File: config.mk
export PLATFORM = sky130hd
export DESIGN_NAME = sr_bank_writer_flat
export DESIGN_NICKNAME = d
export VERILOG_FILES = /design/src/rtl/sr_bank_writer_if.sv /design/src/rtl/sr_bank_writer.sv /design/src/flat_wrapper.sv
export SDC_FILE = /design/constraint.sdc
export NUM_CORES = 1
export LEC_CHECK = 0
export CAP_MARGIN = 5
export CORE_MARGIN = 1.5
export CORE_UTILIZATION = 35
export DETAILED_ROUTE_END_ITERATION = 8
export GPL_TIMING_DRIVEN = 0
export PLACE_DENSITY_LB_ADDON = 0.08
export SYNTH_ARGS = -nofsm -noshare
export SYNTH_HDL_FRONTEND = slang
export SYNTH_SLANG_ARGS = --single-unit
export TNS_END_PERCENT = 1
File: constraint.sdc
create_clock -name clk -period 3.64 [get_ports clk]
set_clock_uncertainty 0.2 [all_clocks]
set_input_delay 0.728 -clock clk [delete_from_list [all_inputs] [get_ports clk]]
set_output_delay 0.728 -clock clk [all_outputs]
set_load 0.01 [all_outputs]
File: src/rtl/sr_bank_writer_if.sv
`default_nettype none
// ============================================================================
// Module      : sr_bank_writer_if
// Description : Request handshake, SR-bank drive/readback and status bundle
//               for sr_bank_writer.
// Revision    : 1.0 - initial release
// ============================================================================
interface sr_bank_writer_if #(
    parameter int WIDTH     = 8,
    parameter int MAX_RETRY = 3
);
    localparam int RW = (MAX_RETRY > 0) ? $clog2(MAX_RETRY + 1) : 1;

    logic             req_valid;
    logic             req_ready;
    logic [WIDTH-1:0] req_data;
    logic [WIDTH-1:0] req_mask;
    logic [WIDTH-1:0] s_out;
    logic [WIDTH-1:0] r_out;
    logic [WIDTH-1:0] q_in;
    logic             done;
    logic             err;
    logic [RW-1:0]    retries;

    modport slave (
        input  req_valid,
        input  req_data,
        input  req_mask,
        input  q_in,
        output req_ready,
        output s_out,
        output r_out,
        output done,
        output err,
        output retries
    );

    modport master (
        output req_valid,
        output req_data,
        output req_mask,
        output q_in,
        input  req_ready,
        input  s_out,
        input  r_out,
        input  done,
        input  err,
        input  retries
    );
endinterface
`default_nettype wire

File: src/rtl/sr_bank_writer.sv
`default_nettype none
// ============================================================================
// Module      : sr_bank_writer
// Description : Masked write controller for an SR flip-flop bank with
//               one-cycle s/r excitation, readback verify and bounded retry.
// Revision    : 1.0 - initial release
// ============================================================================
module sr_bank_writer #(
    parameter int WIDTH     = 8,
    parameter int MAX_RETRY = 3
) (
    input  wire logic          clk,
    input  wire logic          rst,
    sr_bank_writer_if.slave    bus
);
    localparam int RW = (MAX_RETRY > 0) ? $clog2(MAX_RETRY + 1) : 1;
    localparam logic [RW-1:0] c_MAX_CNT = RW'(MAX_RETRY);

    typedef enum logic [2:0] {
        S_IDLE  = 3'd0,
        S_DRIVE = 3'd1,
        S_CHECK = 3'd2,
        S_DONE  = 3'd3,
        S_ERROR = 3'd4
    } state_t;

    state_t           r_state;
    state_t           w_next;
    logic [WIDTH-1:0] r_d;
    logic [WIDTH-1:0] r_m;
    logic [RW-1:0]    r_cnt;
    logic [RW-1:0]    r_retries;

    logic             w_accept;
    logic             w_mismatch;
    logic             w_ready;
    logic [WIDTH-1:0] w_s;
    logic [WIDTH-1:0] w_r;
    logic             w_done;
    logic             w_err;

    // Only masked bits take part in verification.
    assign w_mismatch = |((bus.q_in ^ r_d) & r_m);
    assign w_ready    = (r_state == S_IDLE) && !rst;
    assign w_accept   = bus.req_valid && w_ready;

    always_ff @(posedge clk) begin
        if (rst) begin
            r_state   <= S_IDLE;
            r_d       <= '0;
            r_m       <= '0;
            r_cnt     <= '0;
            r_retries <= '0;
        end else begin
            r_state <= w_next;
            case (r_state)
                S_IDLE: begin
                    if (w_accept) begin
                        r_d   <= bus.req_data;
                        r_m   <= bus.req_mask;
                        r_cnt <= '0;
                    end
                end
                S_CHECK: begin
                    if (w_mismatch && (r_cnt != c_MAX_CNT)) begin
                        r_cnt <= r_cnt + RW'(1);
                    end
                end
                S_DONE, S_ERROR: begin
                    r_retries <= r_cnt;
                end
                default: ;
            endcase
        end
    end

    always_comb begin
        w_next = r_state;
        w_s    = '0;
        w_r    = '0;
        w_done = 1'b0;
        w_err  = 1'b0;
        case (r_state)
            S_IDLE: begin
                if (w_accept) begin
                    w_next = S_DRIVE;
                end
            end
            S_DRIVE: begin
                // Set and reset lines come from complementary data, so S=R=1 is impossible.
                w_s    = r_m & r_d;
                w_r    = r_m & ~r_d;
                w_next = S_CHECK;
            end
            S_CHECK: begin
                if (!w_mismatch) begin
                    w_next = S_DONE;
                end else if (r_cnt != c_MAX_CNT) begin
                    w_next = S_DRIVE;
                end else begin
                    w_next = S_ERROR;
                end
            end
            S_DONE: begin
                w_done = 1'b1;
                w_next = S_IDLE;
            end
            S_ERROR: begin
                w_err  = 1'b1;
                w_next = S_IDLE;
            end
            default: begin
                w_next = S_IDLE;
            end
        endcase
    end

    assign bus.req_ready = w_ready;
    assign bus.s_out     = w_s;
    assign bus.r_out     = w_r;
    assign bus.done      = w_done;
    assign bus.err       = w_err;
    assign bus.retries   = r_retries;
endmodule
`default_nettype wire

File: src/flat_wrapper.sv
// flat-port wrapper written by rule: the top's interface ports become plain ports
module sr_bank_writer_flat 
#(
    parameter int WIDTH     = 8,
    parameter int MAX_RETRY = 3
)
  (clk, rst, bus_req_valid, bus_req_data, bus_req_mask, bus_q_in, bus_req_ready, bus_s_out, bus_r_out, bus_done, bus_err, bus_retries);
  sr_bank_writer_if #(.WIDTH(WIDTH), .MAX_RETRY(MAX_RETRY)) bus_i ();
  input  wire logic clk;
  input  wire logic rst;
  input wire logic [$bits(bus_i.req_valid)-1:0] bus_req_valid;
  input wire logic [$bits(bus_i.req_data)-1:0] bus_req_data;
  input wire logic [$bits(bus_i.req_mask)-1:0] bus_req_mask;
  input wire logic [$bits(bus_i.q_in)-1:0] bus_q_in;
  output wire logic [$bits(bus_i.req_ready)-1:0] bus_req_ready;
  output wire logic [$bits(bus_i.s_out)-1:0] bus_s_out;
  output wire logic [$bits(bus_i.r_out)-1:0] bus_r_out;
  output wire logic [$bits(bus_i.done)-1:0] bus_done;
  output wire logic [$bits(bus_i.err)-1:0] bus_err;
  output wire logic [$bits(bus_i.retries)-1:0] bus_retries;
  assign bus_i.req_valid = bus_req_valid;
  assign bus_i.req_data = bus_req_data;
  assign bus_i.req_mask = bus_req_mask;
  assign bus_i.q_in = bus_q_in;
  assign bus_req_ready = bus_i.req_ready;
  assign bus_s_out = bus_i.s_out;
  assign bus_r_out = bus_i.r_out;
  assign bus_done = bus_i.done;
  assign bus_err = bus_i.err;
  assign bus_retries = bus_i.retries;
  sr_bank_writer #(.WIDTH(WIDTH), .MAX_RETRY(MAX_RETRY)) u_core (.clk(clk), .rst(rst), .bus(bus_i));
endmodule
# Word level (Yosys, flattened, before mapping)

Index checks and enable logic that the tools add are counted.
Widths: inputs -> output; s select.

Add/sub/neg operators: 1
Multiply operators: 0
Divide/modulo/power cells: 0
Order comparisons: 0
Equal/unequal tests: 7
Shifts and indexed selects: 0
Mux-type cells: 11
Bitwise operators: 5
Reductions and logical operators: 10

Operator list:

| cell                | count |
|---|---|
| $and 8x8->8         | 3 |
| $mux 8              | 2 |
| $mux 3              | 3 |
| $pmux 3 s3          | 1 |
| $not 8->8           | 1 |
| $reduce_or 8->1     | 1 |
| $xor 8x8->8         | 1 |
| $eq 3x2->1 const B  | 2 |
| $mux 2              | 2 |
| $ne 2x1->1 const B  | 2 |
| $pmux 2 s2          | 1 |
| $eq 3x1->1 const B  | 1 |
| $eq 3x3->1 const B  | 1 |
| $logic_and 1x1->1   | 3 |
| $logic_not 3->1     | 1 |
| $reduce_and 3->1    | 1 |
| $add 2x1->2 const B | 1 |
| $mux 1              | 2 |
| $ne 2x2->1 const B  | 1 |
| $reduce_and 2->1    | 1 |
| $reduce_bool 2->1   | 1 |
| $reduce_or 2->1     | 1 |
| $logic_not 1->1     | 1 |

Bits in registers: 23
Latch bits: 0
Bits in writable memories: 0
Memory bits (read-only): 0
Input bits: 27
Logic and storage cells: 39
Memories kept: 0

# Longest topological paths before layout

Depth after elaboration: 6
Mapped depth: 7
Depth with buffers taken out: 6

# Worst setup path before layout

No wires, ideal clock.

Kind: register to output
Start point: reg u_core.r_state[1]
End point: out bus_r_out[5]
Arrival: 1.234 ns
Data required time: 2.712 ns
Path slack: 1.478 ns
Stages on the path, launching flop included: 7
Path buffers: 2
Path through: dfxtp_1 > clkbuf_8 > nand2b_1 > nor2_1 > buf_2 > nand2_1 > nor2_1

Cells in the longest elaborated chain, start to end: 2

Ends and longest elaborated chain:

| item                   | line                 | source |
|---|---|---|
| start, declared        | sr_bank_writer.sv:27 | `state_t r_state;` |
| start signal, assigned | sr_bank_writer.sv:55 | `r_state <= w_next;` |
| $eq 3x1->1             | sr_bank_writer.sv:83 | `case (r_state)` |
| $mux 8                 | sr_bank_writer.sv:83 |  |
| end, declared          | flat_wrapper.sv:17   | `output wire logic [$bits(bus_i.r_out)-1:0] bus_r_out;` |

Every way passes these cells.

# Worst setup path after layout

Start point: reg u_core.r_state[1]
End point: out bus_r_out[6]

The elaborated chain is that of the path after synthesis.

==> impl_metrics.json <==
{
  "syn-cell-area_um2": 1205,
  "cts_sinks": 23,
  "area_delta_synth_final_pct": 46.11,
  "holdBufCountCts": 0,
  "path_clk_slew_ps": 130,
  "status": "finished, final reports clean",
  "start_util_pct": 36.39,
  "yosysUniqueCellTypes": 34,
  "setup.worst_path.start": "u_core.r_state[1]",
  "critPathKind": "flip-flop to output port",
  "drc": 0,
  "hold_path_class": "flip-flop to flip-flop",
  "use_met2_pct": 30.98,
  "p_leak_nw": 0.7656,
  "tightest_slew_ps": 439.4,
  "min-delay-start": "u_core.r_m[1]",
  "relSlewSlack_pct": 70.60,
  "setup_tns_ps": 0,
  "die_area_um2": 3804,
  "crit_path_start_kind": "flip-flop",
  "synth_edf_count": 0,
  "setup_viol": 0,
  "critical_path_required_ps": 2710,
  "ys_async_sr_fraction_pct": 0,
  "crit_path_end_kind": "output port",
  "antenna_found_initial": 0,
  "htreeDepth": 1,
  "routed_wl_um": 3088,
  "use_met1_pct": 22.36,
  "grt_util_met3_pct": 2.731,
  "drv_cap": 0,
  "synth_cells": 145,
  "ys_seq_area_share_pct": 38.21,
  "grt_first_pass_wirelength_um": 4954,
  "final_common_cell": "clkdlybuf4s50_1",
  "ys.flop_type": "dfxtp_1",
  "ctsLongestPathBuffers": 2,
  "gr-total-overflow": 0,
  "nFillCells": 362,
  "final_cell_mix": "clkdlybuf4s50_1, nand2_1, dfxtp_1",
  "syn_nets": 173,
  "firstDrtPassIters": 4,
  "rows": 21,
  "vias": 1194,
  "post_cts_buffers": 0,
  "antenna_cells": 0,
  "clk_latency_ps": 320,
  "hold_violations": 0,
  "layout_worst_path_cycle_share_pct": 90.82,
  "drive_gt1_share_pct": 10.20,
  "clk_root_buffer_cell": "clkbuf_4",
  "ant_nets": 0,
  "cts_buffers": 3,
  "cts_tree": "built",
  "die_y_um": 61.68,
  "rsz0062_at_grt": "false",
  "power.total_uw": 532.8,
  "portBuffers": 47,
  "yosys_register_bits": 23,
  "powerDensity_nw_per_um2": 302.7,
  "multi_input_area_um2": 690.7,
  "r2r_start": "u_core.r_d[2]",
  "nets": 225,
  "io_pins": 48,
  "first_iter_violations": 47,
  "routabilityCongestion": 0.7993,
  "critPathMaxFanout": 10,
  "core_area_um2": 3311,
  "wl_per_cell_um": 12.76,
  "grt.busiest_layer": "met2",
  "slew_viol_final": 0,
  "dp_slack_ps": 650.6,
  "grt.total_usage_pct": 17.75,
  "max_freq_ghz": 0.3025,
  "dp_hpwl_um": 2388,
  "syn_area_per_cell_um2": 8.310,
  "finalWorstSetupSlack_ps": 334.1,
  "worst-endpoint-arrival_ps": 2380,
  "grt_pass1_vias": 1114,
  "yosys_warnings": 0,
  "grt_max_degree": 14,
  "die_x_um": 61.68,
  "fin_crit_ps": 3306,
  "vias_per_cell": 4.934,
  "cts_resized": 0,
  "regArea_um2": 460.4,
  "vdd_ir_drop_max_uv": 97.90
}
[Yosys cell counts (2+ instances only)]
cell type | n | area, µm²
nand2_1 | 42 | 157.7
dfxtp_1 | 23 | 460.4
nand3b_1 | 16 | 120.1
nor2_1 | 13 | 48.80
xor2_1 | 8 | 70.07
and3_1 | 6 | 37.54
a22oi_1 | 3 | 22.52
and3_2 | 2 | 15.01
buf_2 | 2 | 10.01
buf_6 | 2 | 22.52
clkbuf_1 | 2 | 7.510
mux2i_1 | 2 | 20.02
nor3_1 | 2 | 10.01
nor3b_1 | 2 | 15.01
[flip-flops by register name, summed over array words and instances, names as in the netlist]
register and count:
u_core.bus.retries 2, u_core.r_state 3, u_core.r_m 8, u_core.r_cnt 2
u_core.r_d 8
[logic make-up after synthesis]
kind of cell               share of synthesized area, %
xor gates and xnor gates                          5.815
muxes                                             2.596
buffers and inverters                             4.465
DFF                                               38.21
AOI/OAI and AO/OA                                 6.542
adders and majority gates                         1.038
and+or+nand+nor                                   41.33
[critical path, cell delays in order (launching register included)]
cell             delay [ps]
dfxtp_1                 330
clkbuf_8                160
nand2b_1                170
nor2_1                  370
buf_2                   310
nand2_1                  80
nor2_1                  100
clkdlybuf4s50_1         550
[final timing paths]
check,end,slack [ps],depth (start not counted)
min,u_core.r_m[1],320,2
max,bus_r_out[6],330,7
min reg2reg,u_core.r_m[1],320,2
max reg2reg,u_core.r_cnt[0],1940,5
[layer usage]
layer | vias up | wire [µm] | part of all wire, %
met5 | - | 0 | 0
met4 | 0 | 39 | 1.3
met3 | 5 | 143 | 4.6
met2 | 37 | 1491 | 48
met1 | 563 | 1414 | 46
li1 | 589 | - | -
[per-stage QoR]
step                      instance area (µm²)  utilization [%]  hold WS, ps  instances
after floorplan                          1205                -        267.9        145
after global placement                   1733            52.34        286.2        238
after detailed placement                 1733            52.34        288.9        238
after CTS                                1760            53.17        317.0        242
after global routing                     1760            53.17        345.1        242
final                                    1760            53.17        316.6        242
[power by group]
| part | total (mW) | internal [mW] | switching (mW) |
|---|---|---|---|
| combinational | 0.123 | 0.0690 | 0.0543 |
| clock | 0.123 | 0.0411 | 0.0814 |
| sequential | 0.287 | 0.269 | 0.0184 |
| total | 0.533 | 0.379 | 0.154 |
[final cells by class]
type | instances | share of cell area (%)
well taps | 46 | 3.269
clock inverters | 1 | 0.2843
multi-input cells | 115 | 39.23
clock buffers | 3 | 1.279
flip-flops and latches | 23 | 26.15
repair buffers | 47 | 26.72
plain buffers | 7 | 3.056
Note: power is estimated with default switching activity, not from simulation.
